[config.mk]
export PLATFORM = sky130hd
export DESIGN_NAME = patt_tx_flat
export DESIGN_NICKNAME = d
export VERILOG_FILES = /design/src/rtl/patt_tx_if.sv /design/src/rtl/patt_tx.sv /design/src/flat_wrapper.sv
export SDC_FILE = /design/constraint.sdc
export NUM_CORES = 1
export LEC_CHECK = 0
export CORE_AREA = 2 2 57 59
export CTS_CLUSTER_DIAMETER = 150
export DETAILED_ROUTE_END_ITERATION = 8
export DIE_AREA = 0 0 59 61
export PLACE_DENSITY = 0.67
export SLEW_MARGIN = 0
export SYNTH_ARGS = -nofsm -noshare
export SYNTH_HDL_FRONTEND = slang
export SYNTH_SLANG_ARGS = --single-unit
[constraint.sdc]
create_clock -name clk -period 2.8 [get_ports clk]
set_input_delay 0.42 -clock clk [delete_from_list [all_inputs] [get_ports clk]]
set_output_delay 0.42 -clock clk [all_outputs]
set_load 0.01 [all_outputs]
[src/rtl/patt_tx_if.sv]
// patt_tx_if: request/serial-line bundle for the patt_tx frame transmitter.
//   start  : frame request, sampled on posedge
//   data   : word to send, sampled only on the accepting edge
//   ready  : transmitter idle; a start seen while high is accepted
//   o      : registered serial line, 0 when idle
//   frame  : high while a preamble, data or parity bit is on o
//   done   : one-cycle pulse in the cycle after the parity bit
// Modports: master drives the request side, slave is the transmitter.
interface patt_tx_if #(
   parameter int unsigned DW = 8
) ();
   logic          start;
   logic [DW-1:0] data;
   logic          ready;
   logic          o;
   logic          frame;
   logic          done;

   modport master (
      output start,
      output data,
      input  ready,
      input  o,
      input  frame,
      input  done
   );

   modport slave (
      input  start,
      input  data,
      output ready,
      output o,
      output frame,
      output done
   );
endinterface

[src/rtl/patt_tx.sv]
// patt_tx: serial frame transmitter. On an accepted start it sends, MSB first and one bit per
// clock, the PLEN-bit preamble PATTERN, the DW-bit data word and an even-parity bit. The line
// is held at 0 between frames.
// Ports:
//   clk   : single clock, posedge
//   rst_b : asynchronous active-low reset
//   bus   : patt_tx_if slave (start, data in; ready, o, frame, done out)
module patt_tx #(
   parameter int unsigned         PLEN    = 4,
   parameter logic [PLEN-1:0]     PATTERN = 4'b1011,
   parameter int unsigned         DW      = 8
) (
   input  logic     clk,
   input  logic     rst_b,
   patt_tx_if.slave bus
);
   localparam int unsigned MaxLen = (PLEN > DW) ? PLEN : DW;
   localparam int unsigned CW     = $clog2(MaxLen) + 1;

   typedef enum logic [1:0] {StIdle, StPre, StData, StPar} state_e;

   state_e          state_q, state_d;
   logic [PLEN-1:0] pre_q, pre_d;
   logic [DW-1:0]   data_q, data_d;
   logic            par_q, par_d;
   logic [CW-1:0]   cnt_q, cnt_d;
   logic            o_q, o_d;
   logic            frame_q, frame_d;
   logic            done_q, done_d;
   logic            ready_q, ready_d;

   // The state names the segment whose bit is currently on o; o_q is loaded with the bit
   // for the next cycle on the same edge that moves the state.
   always_comb begin
      state_d = state_q;
      pre_d   = pre_q;
      data_d  = data_q;
      par_d   = par_q;
      cnt_d   = cnt_q;
      o_d     = 1'b0;
      frame_d = 1'b0;
      done_d  = 1'b0;

      unique case (state_q)
         StIdle: begin
            if (bus.start) begin
               // First preamble bit goes straight to o; the rest stays queued in pre_q.
               o_d     = PATTERN[PLEN-1];
               pre_d   = PATTERN << 1;
               data_d  = bus.data;
               par_d   = ^bus.data;
               cnt_d   = CW'(PLEN - 1);
               frame_d = 1'b1;
               state_d = StPre;
            end
         end
         StPre: begin
            frame_d = 1'b1;
            if (cnt_q == '0) begin
               o_d     = data_q[DW-1];
               data_d  = data_q << 1;
               cnt_d   = CW'(DW - 1);
               state_d = StData;
            end else begin
               o_d   = pre_q[PLEN-1];
               pre_d = pre_q << 1;
               cnt_d = cnt_q - 1'b1;
            end
         end
         StData: begin
            frame_d = 1'b1;
            if (cnt_q == '0) begin
               o_d     = par_q;
               state_d = StPar;
            end else begin
               o_d    = data_q[DW-1];
               data_d = data_q << 1;
               cnt_d  = cnt_q - 1'b1;
            end
         end
         StPar: begin
            done_d  = 1'b1;
            state_d = StIdle;
         end
         default: state_d = StIdle;
      endcase

      ready_d = (state_d == StIdle);
   end

   always_ff @(posedge clk or negedge rst_b) begin
      if (!rst_b) begin
         state_q <= StIdle;
         pre_q   <= '0;
         data_q  <= '0;
         par_q   <= 1'b0;
         cnt_q   <= '0;
         o_q     <= 1'b0;
         frame_q <= 1'b0;
         done_q  <= 1'b0;
         ready_q <= 1'b1;
      end else begin
         state_q <= state_d;
         pre_q   <= pre_d;
         data_q  <= data_d;
         par_q   <= par_d;
         cnt_q   <= cnt_d;
         o_q     <= o_d;
         frame_q <= frame_d;
         done_q  <= done_d;
         ready_q <= ready_d;
      end
   end

   assign bus.o     = o_q;
   assign bus.frame = frame_q;
   assign bus.done  = done_q;
   assign bus.ready = ready_q;
endmodule

[src/flat_wrapper.sv]
// flat-port wrapper written by rule: the top's interface ports become plain ports
module patt_tx_flat 
#(
   parameter int unsigned         PLEN    = 4,
   parameter logic [PLEN-1:0]     PATTERN = 4'b1011,
   parameter int unsigned         DW      = 8
)
  (clk, rst_b, bus_start, bus_data, bus_ready, bus_o, bus_frame, bus_done);
  patt_tx_if #(.DW(DW)) bus_i ();
  input  logic clk;
  input  logic rst_b;
  input wire logic [$bits(bus_i.start)-1:0] bus_start;
  input wire logic [$bits(bus_i.data)-1:0] bus_data;
  output wire logic [$bits(bus_i.ready)-1:0] bus_ready;
  output wire logic [$bits(bus_i.o)-1:0] bus_o;
  output wire logic [$bits(bus_i.frame)-1:0] bus_frame;
  output wire logic [$bits(bus_i.done)-1:0] bus_done;
  assign bus_i.start = bus_start;
  assign bus_i.data = bus_data;
  assign bus_ready = bus_i.ready;
  assign bus_o = bus_i.o;
  assign bus_frame = bus_i.frame;
  assign bus_done = bus_i.done;
  patt_tx #(.PLEN(PLEN), .PATTERN(PATTERN), .DW(DW)) u_core (.clk(clk), .rst_b(rst_b), .bus(bus_i));
endmodule
=== Yosys cells after proc, flatten, opt, wreduce, memory -nomap -nowiden ===
Index checks and enable logic that the tools add are counted.

* Eq/ne operators: 7
* Reductions and logical operators: 11
* Add/sub/neg operators: 1
* Mux-type cells: 21

{| class="wikitable"
|+ Operator list
! operator !! number
|-
| $mux W8 || 3
|-
| $pmux W8 S3 || 1
|-
| $mux W4 || 5
|-
| $pmux W4 S3 || 1
|-
| $pmux W2 S4 || 1
|-
| $pmux W4 S2 || 1
|-
| $reduce_xor A8 Y1 || 1
|-
| $mux W2 || 3
|-
| $ne A2 B2 Y1 const B || 3
|-
| $reduce_and A3 Y1 || 2
|-
| $eq A2 B2 Y1 const B || 2
|-
| $logic_not A2 Y1 || 2
|-
| $logic_not A4 Y1 || 1
|-
| $mux W1 || 4
|-
| $reduce_and A4 Y1 || 1
|-
| $sub A4 B1 Y4 const B || 1
|-
| $pmux W1 S3 || 1
|-
| $reduce_bool A3 Y1 || 1
|-
| $eq A2 B1 Y1 const B || 1
|-
| $ne A2 B1 Y1 const B || 1
|-
| $pmux W1 S2 || 1
|-
| $reduce_and A2 Y1 || 1
|-
| $reduce_bool A2 Y1 || 1
|-
| $reduce_or A2 Y1 || 1
|}

* Word-level logic and storage cells: 49
* Output and inout port bits: 4
* Bits of input ports: 11
* Register bits after elaboration: 23

=== Logic depth before layout (Yosys ltp) ===
* Depth after elaboration: 4
* Depth in mapped cells: 8
* Gate-level depth less buffers: 6

=== Worst setup path before layout ===
OpenSTA, ideal clock, no wires.

* Path type: reg2reg
* Start: register u_core.cnt_q[0]
* End: register u_core.data_q[5]
* Required time: 2,727 ps
* Setup time: 73 ps
* Buffers on the path: 2
* Arrival time: 1,907 ps
* Path slack: 820 ps
* Period minus slack after synthesis: 1,980 ps
* Cell stages (with the launch flop): 9
* Path through: dfrtp_1 -> inv_1 -> ha_1 -> or3b_1 -> buf_6 -> a2111oi_4 -> buf_6 -> nor2_1 -> a21oi_2

* Cells in the longest elaborated chain, start to end: 3
* Elaborated cells on any way between the ends: 4
* Classes of those cells: eq/ne: 2; reduce/logical: 2

{| class="wikitable"
|+ RTL lines
! element !! line !! text
|-
| from (decl) || patt_tx.sv:26 || <nowiki>logic [CW-1:0] cnt_q, cnt_d;</nowiki>
|-
| from (signal assigned) || patt_tx.sv:107 || <nowiki>cnt_q <= cnt_d;</nowiki>
|-
| $logic_not A4 Y1 (*) || patt_tx.sv:59, patt_tx.sv:72 ||
|-
| $ne A2 B2 Y1 (no source line) / $ne A2 B1 Y1 (equally long branches) || n/a ||
|-
| $reduce_and A4 Y1 (no source line) (*) || n/a ||
|-
| to (signal assigned) || patt_tx.sv:105 || <nowiki>data_q <= data_d;</nowiki>
|-
| to (decl) || patt_tx.sv:24 || <nowiki>logic [DW-1:0] data_q, data_d;</nowiki>
|}

Every way passes the cells marked *; elsewhere a longest branch is shown, timed or not.
A chain may end at the register's enable or synchronous reset.

=== Worst setup path in the final report ===
* Start: register u_core.state_q[0]
* End: register u_core.data_q[0]

* Cells in the longest elaborated chain, start to end: 3
* Elaborated cells on any way between the ends: 9
* Classes of those cells: eq/ne: 5; mux: 1; reduce/logical: 3

{| class="wikitable"
|+ RTL lines
! element !! line !! text
|-
| from (decl) || patt_tx.sv:22 || <nowiki>state_e state_q, state_d;</nowiki>
|-
| from (signal assigned) || patt_tx.sv:93 || <nowiki>state_q <= StIdle;</nowiki>
|-
| from (signal assigned) || patt_tx.sv:103 || <nowiki>state_q <= state_d;</nowiki>
|-
| $eq A2 B2 Y1 (tied with other cells) || patt_tx.sv:44 || <nowiki>unique case (state_q)</nowiki>
|-
| $ne A2 B2 Y1 (no source line) (tied with other cells) || n/a ||
|-
| $reduce_and A4 Y1 (no source line) || n/a ||
|}

Several ways; a longest one is shown, not always the timed one.

==> metrics.cfg <==
[setup_path]
arrival_ns=2.34
worst-path-max-fanout=16
critPathKind=register to register
worst_setup_path_start_kind=register
endpoint_kind=register
crit_required_ns=3.00
ff2ff_setup_slack_ns=0.67

[placement]
place_congestion=0.799
place_inst=172
io_buffers=14
dp_hpwl_microns=1800

[logic_synthesis]
ys_ff_latch=22
synth_top_area_cell=dfrtp_1
synth_area_leaders=dfrtp_1, ha_1, mux2i_1
synthesis.nets=145
synth_area_per_cell_sq_um=10.0
netlist_area_sq_um=1280
ys_warn_count=0
synth_top_cell_area_share_pct=41.1
synth_edf_count=0
ys_seq_area_share_pct=43.1
async_flop_share_pct=100
ys_dominant_reg_cell=dfrtp_1
synth_cell_type_count=37
synth_cells=128

[timing]
tightest_slew_ns=0.773
hold_violations=0
skew_ns=0.00225
drv_slew=0
fin_crit_sh_pct=76.2
rsz0062_at_grt=false
min_period_ns=2.13
tns_ns=0
finalSetupViolCount=0
slew_headroom_pct=48.3
timing.fmax_ghz=0.468

[grt]
grt_max_degree=23
grt_pass1_vias=966
gr-total-overflow=0
grt_pass1_wl_microns=4220
grt_usage_pct=15.6
antenna_found_initial=0

[die]
die_area_sq_um=3600
core_sq_um=2950
rows=20
start_util_pct=43.3
die_w_microns=59
dieHeight_microns=61
pin_count=15

[detailed_routing]
viasPerCell=5.70
antenna_left=0
dr.first_iter.drc_count=26
post-route-drc-count=0
drt-total-wl_microns=2470
vias=1004
avgRoutedWirePerCell_microns=14.1
first_pass_iters=5

[cells_and_area]
final_cell_mix=dfrtp_1, clkdlybuf4s50_1, nor2_1
post-route-util_pct=50.0
area_growth_pct=15.2
antenna_cells=0
drive_above_1_share_pct=9.79
nets=161
layout_commonest_cell=dfrtp_1
stdcell_count=176

[power]
p_total_mw=1.60
p_switching_uw=653
clock_power_share_pct=11.5
comb_power_share_pct=52.9
swShare_pct=40.9
max-vdd-ir-drop_uv=451
p_leak_nw=0.628
p_int_uw=942
power_frac_seq_pct=35.7
powerDensity_nw_per_um2=1080

[status]
outcome=complete, no violations

[cts]
cts_hold_buf=0
cts_tree=done
cts_setup_buffers=0
clk_path_buf_depth=2
clock-root-buffer=clkbuf_4
path_clk_slew_ns=0.13
post_cts_resized=0
cts_sinks=22
clock_latency_ns=0.31
numCtsBuffers=3
cts_max_level=1

[min_path]
hold_class=primary input to async pin

[job]
drv_cap=0

layer usage:
metal	GRT usage (%)	wire length [microns]
met5	0	0
met4	7.14	10
met3	3.20	98
met2	27.3	1220
met1	18.5	1150
per-stage QoR:
stage	setup slack (ns)	area, sq um	hold slack (ns)
floorplan	0.820	1280	0.124
global placement	0.638	1440	0.461
detailed placement	0.558	1440	0.467
CTS	0.656	1480	0.440
global route	0.481	1480	0.441
finish	0.665	1480	0.432
cells by family (layout without fill, tap and decap cells):
logic type | Yosys count | count (layout) | share of synthesized area [%]
AOI/OAI and AO/OA | 37 | 37 | 20.2
and+or+nand+nor | 35 | 35 | 14.4
DFF | 22 | 22 | 43.1
buffers and inverters | 13 | 28 | 5.28
muxes | 8 | 8 | 6.35
xor gates and xnor gates | 7 | 7 | 4.79
adders and majority gates | 6 | 6 | 5.86
worst max-delay path: stages, from the launching register on:
cell,delay [ns]
dfrtp_1,0.44
inv_1,0.15
ha_1,0.26
nor2b_1,0.66
a2111oi_4,0.11
buf_4,0.23
nand3b_1,0.09
o21ai_0,0.08
synthesized netlist by cell type, types with 2 or more instances:
master    instances
o21ai_0          10
nor2_1           11
xnor2_1           7
o22a_1            2
nor2b_1           2
nand3_1           4
inv_1             8
mux2i_1           7
o22ai_1           2
o21a_1            2
ha_1              6
clkbuf_1          2
nor3_1            4
nand2_1           7
a21oi_1          10
buf_6             2
a21oi_2           2
dfrtp_1          21
registers in the layout, indices dropped and copies added (netlist names):
signal and flops:
u_core.bus.ready 1, u_core.cnt_q 4, u_core.bus.done 1, u_core.bus.frame 1, u_core.par_q 1, u_core.bus.o 1
u_core.state_q 2, u_core.data_q 8, u_core.pre_q 3
worst paths after layout:
| kind | cells after the start | startpoint | end |
|---|---|---|---|
| max | 7 | u_core.state_q[0] | u_core.data_q[0] |
| min | 2 | rst_b | u_core.pre_q[1] |
| max reg2reg | 7 | u_core.state_q[0] | u_core.data_q[0] |
| min reg2reg | 2 | u_core.par_q | u_core.par_q |
| max in group asynchronous | 2 | rst_b | u_core.bus.ready |
| min in group clk | 2 | u_core.par_q | u_core.par_q |
power groups by stage:
stage / clock (mW) / combinational [mW] / sequential (mW)
global route: 0.203 / 0.944 / 0.587
floorplan: 0 / 0.663 / 0.565
finish: 0.183 / 0.844 / 0.569
global placement: 0 / 0.825 / 0.571
CTS: 0.190 / 0.849 / 0.568
detailed placement: 0 / 0.847 / 0.575
area by class of cell:
cell class,count,area (sq um)
flip-flops and latches,22,552
multi-input cells,93,661
inverters,8,30.0
well taps,33,41.3
fillers,284,1480
clock buffers,4,36.3
repair buffers,16,155
(Power assumes the default switching activity.)
